File: config.mk
export PLATFORM = sky130hd
export DESIGN_NAME = mem_port_arbiter
export DESIGN_NICKNAME = d
export VERILOG_FILES = /design/src/rtl/mem_arb_pkg.sv /design/src/rtl/rr_pick.sv /design/src/rtl/mem_port_arbiter.sv
export SDC_FILE = /design/constraint.sdc
export NUM_CORES = 1
export LEC_CHECK = 0
export BUFFER_PORTS_ARGS = -buffer_cell sky130_fd_sc_hd__buf_2
export CAP_MARGIN = 10
export CORE_MARGIN = 2
export CORE_UTILIZATION = 30
export CTS_CLUSTER_DIAMETER = 200
export CTS_CLUSTER_SIZE = 16
export DETAILED_ROUTE_END_ITERATION = 7
export MAX_ROUTING_LAYER = met4
export PLACE_DENSITY_LB_ADDON = 0.3
export SETUP_SLACK_MARGIN = 0.3
export SKIP_LAST_GASP = 1
export SLEW_MARGIN = 20
export SYNTH_ARGS = -nofsm -noshare
export SYNTH_HDL_FRONTEND = slang
export SYNTH_SLANG_ARGS = --single-unit
File: constraint.sdc
create_clock -name clk_i -period 1.5 [get_ports clk_i]
set_clock_uncertainty 0.1 [all_clocks]
set_input_delay 0.075 -clock clk_i [delete_from_list [all_inputs] [get_ports clk_i]]
set_output_delay 0.075 -clock clk_i [all_outputs]
set_load 0.02 [all_outputs]
File: src/rtl/mem_arb_pkg.sv
// Shared types and constants for the memory port arbiter.
// Port ids index the request vector: bit PROC is the processor, bit LOADER the loader.
package mem_arb_pkg;

    localparam int unsigned DATA_W_DEF   = 16;
    localparam int unsigned ADDR_W_DEF   = 5;
    localparam int unsigned LOCK_MAX_DEF = 4;

    localparam logic PROC   = 1'b0;
    localparam logic LOADER = 1'b1;

    typedef enum logic [2:0] {
        IDLE,
        GRANT_C,
        GRANT_L,
        READ_C,
        READ_L
    } arb_state_e;

endpackage

File: src/rtl/rr_pick.sv
// Combinational two-way round-robin picker; force_proc_i overrides a tie in favour
// of the processor.
module rr_pick
    import mem_arb_pkg::*;
(
    input  logic [1:0] req_i,
    input  logic       last_winner_i,
    input  logic       force_proc_i,
    output logic       winner_o,
    output logic       valid_o
);

    always_comb begin
        valid_o  = |req_i;
        winner_o = PROC;
        case (req_i)
            2'b01:   winner_o = PROC;
            2'b10:   winner_o = LOADER;
            2'b11:   winner_o = force_proc_i ? PROC : ~last_winner_i;
            default: winner_o = PROC;
        endcase
    end

endmodule

File: src/rtl/mem_port_arbiter.sv
// Shares one synchronous single-port memory between processor (c_) and loader (l_).
// Optional processor bus lock is enabled with `define MEM_ARB_LOCK_EN.
module mem_port_arbiter
    import mem_arb_pkg::*;
#(
    parameter int unsigned DATA_W   = DATA_W_DEF,
    parameter int unsigned ADDR_W   = ADDR_W_DEF
`ifdef MEM_ARB_LOCK_EN
    ,
    parameter int unsigned LOCK_MAX = LOCK_MAX_DEF
`endif
) (
    input  logic              clk_i,
    input  logic              rst_i,
    input  logic              c_req_i,
    input  logic              c_we_i,
    input  logic [ADDR_W-1:0] c_addr_i,
    input  logic [DATA_W-1:0] c_wdata_i,
    output logic              c_gnt_o,
    output logic              c_rvalid_o,
    output logic [DATA_W-1:0] c_rdata_o,
    input  logic              l_req_i,
    input  logic              l_we_i,
    input  logic [ADDR_W-1:0] l_addr_i,
    input  logic [DATA_W-1:0] l_wdata_i,
    output logic              l_gnt_o,
    output logic              l_rvalid_o,
    output logic [DATA_W-1:0] l_rdata_o,
    output logic [ADDR_W-1:0] mem_addr_o,
    output logic              mem_we_o,
    output logic [DATA_W-1:0] mem_wdata_o,
    input  logic [DATA_W-1:0] mem_rdata_i,
    output logic              busy_o
`ifdef MEM_ARB_LOCK_EN
    ,
    input  logic              c_lock_i
`endif
);

    arb_state_e        state_q, state_d;
    logic              last_q, last_d;
    logic              we_q, we_d;
    logic [ADDR_W-1:0] addr_q, addr_d;
    logic [DATA_W-1:0] wdata_q, wdata_d;
    logic              winner;
    logic              pick_valid;
    logic              force_proc;

`ifdef MEM_ARB_LOCK_EN
    localparam int unsigned LockW = $clog2(LOCK_MAX + 1);

    logic [LockW-1:0] lock_cnt_q, lock_cnt_d;

    assign force_proc = c_req_i && l_req_i && (last_q == PROC) && c_lock_i &&
                        (lock_cnt_q < LockW'(LOCK_MAX));
`else
    assign force_proc = 1'b0;
`endif

    rr_pick u_rr_pick (
        .req_i         ({l_req_i, c_req_i}),
        .last_winner_i (last_q),
        .force_proc_i  (force_proc),
        .winner_o      (winner),
        .valid_o       (pick_valid)
    );

    always_ff @(posedge clk_i or posedge rst_i) begin
        if (rst_i) begin
            state_q    <= IDLE;
            last_q     <= LOADER;
            we_q       <= 1'b0;
            addr_q     <= '0;
            wdata_q    <= '0;
`ifdef MEM_ARB_LOCK_EN
            lock_cnt_q <= '0;
`endif
        end else begin
            state_q    <= state_d;
            last_q     <= last_d;
            we_q       <= we_d;
            addr_q     <= addr_d;
            wdata_q    <= wdata_d;
`ifdef MEM_ARB_LOCK_EN
            lock_cnt_q <= lock_cnt_d;
`endif
        end
    end

    always_comb begin
        state_d     = state_q;
        last_d      = last_q;
        we_d        = we_q;
        addr_d      = addr_q;
        wdata_d     = wdata_q;
`ifdef MEM_ARB_LOCK_EN
        lock_cnt_d  = lock_cnt_q;
`endif
        c_gnt_o     = 1'b0;
        l_gnt_o     = 1'b0;
        c_rvalid_o  = 1'b0;
        l_rvalid_o  = 1'b0;
        c_rdata_o   = '0;
        l_rdata_o   = '0;
        mem_addr_o  = '0;
        mem_we_o    = 1'b0;
        mem_wdata_o = '0;
        busy_o      = (state_q != IDLE);

        case (state_q)
            IDLE: begin
                if (pick_valid) begin
                    last_d = winner;
                    if (winner == PROC) begin
                        we_d    = c_we_i;
                        addr_d  = c_addr_i;
                        wdata_d = c_wdata_i;
                        state_d = GRANT_C;
                    end else begin
                        we_d    = l_we_i;
                        addr_d  = l_addr_i;
                        wdata_d = l_wdata_i;
                        state_d = GRANT_L;
                    end
                end
`ifdef MEM_ARB_LOCK_EN
                if (!c_lock_i || (pick_valid && winner == LOADER)) begin
                    lock_cnt_d = '0;
                end else if (force_proc) begin
                    lock_cnt_d = lock_cnt_q + LockW'(1);
                end
`endif
            end
            GRANT_C, GRANT_L: begin
                c_gnt_o     = (state_q == GRANT_C);
                l_gnt_o     = (state_q == GRANT_L);
                mem_addr_o  = addr_q;
                mem_we_o    = we_q;
                mem_wdata_o = wdata_q;
                if (we_q) begin
                    state_d = IDLE;
                end else begin
                    state_d = (state_q == GRANT_C) ? READ_C : READ_L;
                end
            end
            READ_C: begin
                c_rvalid_o = 1'b1;
                c_rdata_o  = mem_rdata_i;
                state_d    = IDLE;
            end
            READ_L: begin
                l_rvalid_o = 1'b1;
                l_rdata_o  = mem_rdata_i;
                state_d    = IDLE;
            end
            default: state_d = IDLE;
        endcase
    end

endmodule

Word-level counts from Yosys, hierarchy flattened --
Index checks and enable logic that the tools add are counted.
Storage, ports and cells: register bits after elaboration 26, input bits 64, logic and storage cells 36
Cells by class: equality and inequality tests 7, mux-type cells 18, bitwise operators 1, reductions and logical operators 5
Operators with widths (number):
- 16-bit 2-to-1 mux | 4
- 5-bit 2-to-1 mux | 2
- 3-bit 2-to-1 mux | 3
- 3-bit by 2-bit equality test with 1-bit output, second input constant | 2
- 1-bit 2-to-1 mux | 6
- 3-bit one-hot mux with 2 select lines | 1
- 2-bit equality test, second input constant | 2
- 2-bit OR reduction | 2
- 3-bit by 1-bit equality test with 1-bit output, second input constant | 1
- 3-bit equality test, second input constant | 1
- 3-bit logical NOT | 1
- 3-bit nonzero test | 1
- 2-bit 2-to-1 mux | 1
- 2-bit inequality test, second input constant | 1
- 1-bit one-hot mux with 2 select lines | 1
- 2-bit AND reduction | 1
- 1-bit NOT | 1

Longest topological paths before layout --
word-level depth 5, gate-level depth with buffers 6, depth with buffers taken out 4

By module --
Synthesis repeated with hierarchy kept, for this count alone.
Second synthesis, totals: cell total of the unflattened synthesis 158, area total of the unflattened synthesis 1799.2 um^2
Modules (own cells, without submodules):
- mem_port_arbiter | times used 1, cells an instance 155, area each 1781.7 um^2, seq. area each 651.9 um^2
- rr_pick | times used 1, cells an instance 3, area each 17.5 um^2, seq. area each 0.0 um^2

Worst setup path after synthesis --
OpenSTA, ideal clock, no wires.
kind reg-to-reg, start register state_q[1], end register wdata_q[10], arrival 1.419 ns, data required time 1.277 ns, path slack -0.142 ns, stages on the path, launching flop included 7, buffers on the path 2, period minus slack after synthesis 1.642 ns, cell sequence dfrtp_1 -> buf_6 -> nor3_4 -> inv_2 -> buf_2 -> or3_1 -> o221a_2
Between the ends: cells in the longest elaborated chain, start to end 2
Ends and longest elaborated chain:
- from (decl) | line mem_port_arbiter.sv:40 | arb_state_e state_q, state_d;
- from (signal assigned) | line mem_port_arbiter.sv:79 | state_q <= state_d;
- 3-bit logical NOT | line mem_port_arbiter.sv:110 | case (state_q)
- 2-bit AND reduction (no line)
- to (signal assigned) | line mem_port_arbiter.sv:83 | wdata_q <= wdata_d;
- to (decl) | line mem_port_arbiter.sv:44 | logic [DATA_W-1:0] wdata_q, wdata_d;
Every way passes these cells. A chain may end at the register's enable or synchronous reset.

Worst setup path after layout --
start register state_q[2], end output port c_rdata_o[0]
Between the ends: cells in the longest elaborated chain, start to end 2
Ends and longest elaborated chain:
- 3-bit by 2-bit equality test with 1-bit output | line mem_port_arbiter.sv:110
- 16-bit 2-to-1 mux | line mem_port_arbiter.sv:110
- to (decl) | line mem_port_arbiter.sv:21 | output logic [DATA_W-1:0] c_rdata_o,
Every way passes these cells.

==> summary.txt <==
Clocking
  – Clock sink count: 26
  – Clock buffer count from CTS: 3
  – Clk slew on worst S/H paths: ~80 ps
  – CTS Root Cell: clkbuf_8
  – CTS tree: yes
  – CTS Buffer Depth: 2
  – H-tree Lvls: 1
  – Worst skew pair latency: between 200 and 300 ps

Place
  – HPWL after DPL: 3.79 mm
  – GP Congestion: roughly 0.77
  – PortBufs: around 120
  – Placed insts: roughly 360

Setup path
  – Critical path arrival: around 1600 ps
  – Worst path required time: between 1000 and 1500 ps
  – Top cell family by delay on the critical path: buffers and inverters
  – Most frequent CP cell: buf_6
  – RR Endpoint: we_q
  – WS Path Type: flop to output port
  – Buf/Inv on CP: 4
  – Worst-case reg-to-reg path depth: 6
  – Crit-path max cell delay: a little over 400 ps
  – Worst-path fanout max: 8
  – Crit end category: output port
  – Worst reg2reg setup slack: -200 ps
  – FF-to-FF Start: state_q[2]
  – Startpoint class of the critical path: flop
  – Slowest library cell on the worst path: dfrtp_1
  – Worst-path cell chain: buf_6 > nor3b_4 > buf_6 > clkbuf_16 > and2_4 > buf_6

Route
  – Drt pass-1 iters: 4
  – WL per Instance: roughly 16 µm
  – DRT Wirelength: about 6.5 mm
  – Iter 0 DRT Violations: roughly 90
  – Final ANT Viol Nets: 0
  – DR vias: around 2000
  – Average vias per placed instance: between 4 and 5
  – Residual DRC count: 0

Power and ir drop
  – Total power density per cell area: slightly above 2000 nW/µm²
  – Pwr Total: between 7 and 8 mW
  – Maximum vdd drop: between 1 and 1.5 mV
  – Leak: roughly 1.7 nW

Cells and area
  – Finished Layout Cells: ~400
  – Multi-input logic area: roughly 1100 µm²
  – Core Util, Final: slightly below 70%
  – Filler instances: 373
  – FF/Latch Area: roughly 650 µm²
  – Nets: 398
  – Ant. Diodes: 0
  – P&R area growth vs syn: 120%
  – Ratio of cells with drive above 1 in the final layout: about 75%

Job
  – Max-Cap Viols: 0

Timing
  – Hold WS: about 7 ps
  – Fin. max-slew vios: 0
  – Final WS setup: -249 ps
  – Post-route clock period utilization: 117%
  – Highest clock rate: about 570 MHz
  – Final Hold Fails: 0
  – Worst Max-Slew Pin Slew: ~350 ps
  – Setup violators final: 80
  – Slew headroom: about three quarters
  – RSZ-0062 raised after global routing: yes
  – Final Critical Period: around 1700 ps

Logic synthesis
  – Flops & latches, synth: 26
  – YS warnings: 0
  – Synth top area share: approximately 39%
  – Area leader, netlist: dfrtp_1
  – Syn_area_per_cell: ~10 µm²
  – Largest cells by area after synthesis: dfrtp_1 (39%), o221a_2 (15%), and2_1 (15%)
  – Post-Syn Instances: between 150 and 200
  – Syn nets: between 200 and 250
  – Sequential area share after synthesis: 40.6%
  – Cell variety after synth: 24
  – Post-synthesis cell area: approximately 1600 µm²

Die
  – Initial Util: between 30% and 40%
  – Core box area: roughly 5100 µm²
  – Die area: about 6000 µm²
  – Die height: between 70 and 80 µm
  – Ports: roughly 120
  – Die X-Extent: a little under 80 µm
  – Rows: 26

Run status
  – Status: finished, violations left
  – Failing checks: negative setup slack

GRT
  – Largest net degree at the start of global routing: 27
  – Total gr overflow: 0
  – Tot GR Track Use: about a fifth
  – Wire length of the first global-routing pass: roughly 9 mm
  – Initial antenna violation count: 0
  – Vias in the first global route: 1926

Hold path
  – Hold crit path type: input pin to flop
  – Hold path depth: 2
  – Hold Path Sink: wdata_q[0]
  – Source of the worst hold timing path: c_wdata_i[0]
area by class of cell:
type | count | share of cell area (%)
Clock inverter | 1 | 0.851
Multi-Input combinational cell | 121 | 32.2
Timing Repair Buffer | 179 | 44.4
Sequential cell | 26 | 18.5
Tap cell | 70 | 2.48
Inverter | 3 | 0.390
Clock buffer | 3 | 1.17
power by group:
group / internal, mW / total, mW / switching, mW
logic: 3.03 / 5.39 / 2.36
registers: 1.05 / 1.27 / 0.225
clock network: 0.357 / 0.575 / 0.218
synth_stat cells:
cell / number
nor3_4: 1
a31oi_1: 2
buf_4: 3
a21oi_1: 1
and3_1: 16
inv_2: 1
nand3_1: 1
dfstp_2: 1
o221a_2: 22
and2_1: 39
nor2b_1: 2
nand2b_1: 1
o21a_1: 1
or3_1: 22
dfrtp_1: 25
inv_1: 2
nor3b_1: 2
buf_2: 2
nor3_1: 2
xnor2_1: 1
nor2_1: 6
clkbuf_1: 10
a21bo_2: 1
buf_6: 1
kinds of logic (layout without fill, tap and decap cells):
kind of cell    count (synthesis)  in the layout  synth area share, %
xor+xnor                        1              1                0.546
flops                          26             26                 40.6
compound gates                 27             28                 17.6
simple gates                   92             92                 35.5
buf+inv                        19            186                 5.77
metrics by stage:
step / setup slack [ps] / cell area [µm²] / setup TNS [ps]
2_1_floorplan: -101 / 1760 / -1960
3_3_place_gp: -120 / 2480 / -2970
3_5_place_dp: -174 / 2480 / -5210
4_1_cts: -213 / 3050 / -13480
5_1_grt: -297 / 3530 / -20190
6_report: -249 / 3530 / -15330
registers in the layout (all words and copies together) (netlist names):
name,flops
wdata_q,16
we_q,1
last_q,1
addr_q,5
state_q,3
how the worst max path moves through the flow:
stage,startpoint,depth (start not counted),slack [ps],endpoint
floorplan,state_q[0],6,-100,addr_q[0]
global placement,state_q[1],6,-120,mem_wdata_o[13]
detailed placement,state_q[0],5,-170,we_q
CTS,state_q[1],7,-210,mem_wdata_o[4]
global route,state_q[0],7,-300,c_rdata_o[2]
finish,state_q[2],6,-250,c_rdata_o[0]
timing repair:
item,in CTS,in global routing
setup endpoints to repair,83,85
pin swaps,7,17
hold buffers,22,1
setup buffers,7,4
hold endpoints to repair,45,1
resized for setup,64,99
cloned,2,5
cell usage in the layout (no fill, tap or decap), drive strengths merged:
| cell type | instances |
|---|---|
| a31oi | 2 |
| nand2b | 1 |
| nor3 | 3 |
| dfrtp | 25 |
| and3 | 16 |
| bufinv | 1 |
| nor2 | 6 |
| inv | 3 |
| dfstp | 1 |
| a21oi | 1 |
| dlygate4sd3 | 23 |
| and2 | 39 |
| xnor2 | 1 |
| or3 | 22 |
| buf | 153 |
| a21bo | 2 |
| nor3b | 2 |
| clkbuf | 6 |
| nor2b | 2 |
| nand3 | 1 |
| o21a | 1 |
| o221a | 22 |
routing by layer:
layer | track usage (%) | vias up | share of wire (%)
li1 | - | 942 | -
met1 | 23.9 | 940 | 41
met2 | 32.8 | 81 | 53
met3 | 2.82 | 10 | 4.4
met4 | 3.57 | 0 | 1.5
met5 | - | - | 0
Power figures use the tool's default switching activity.
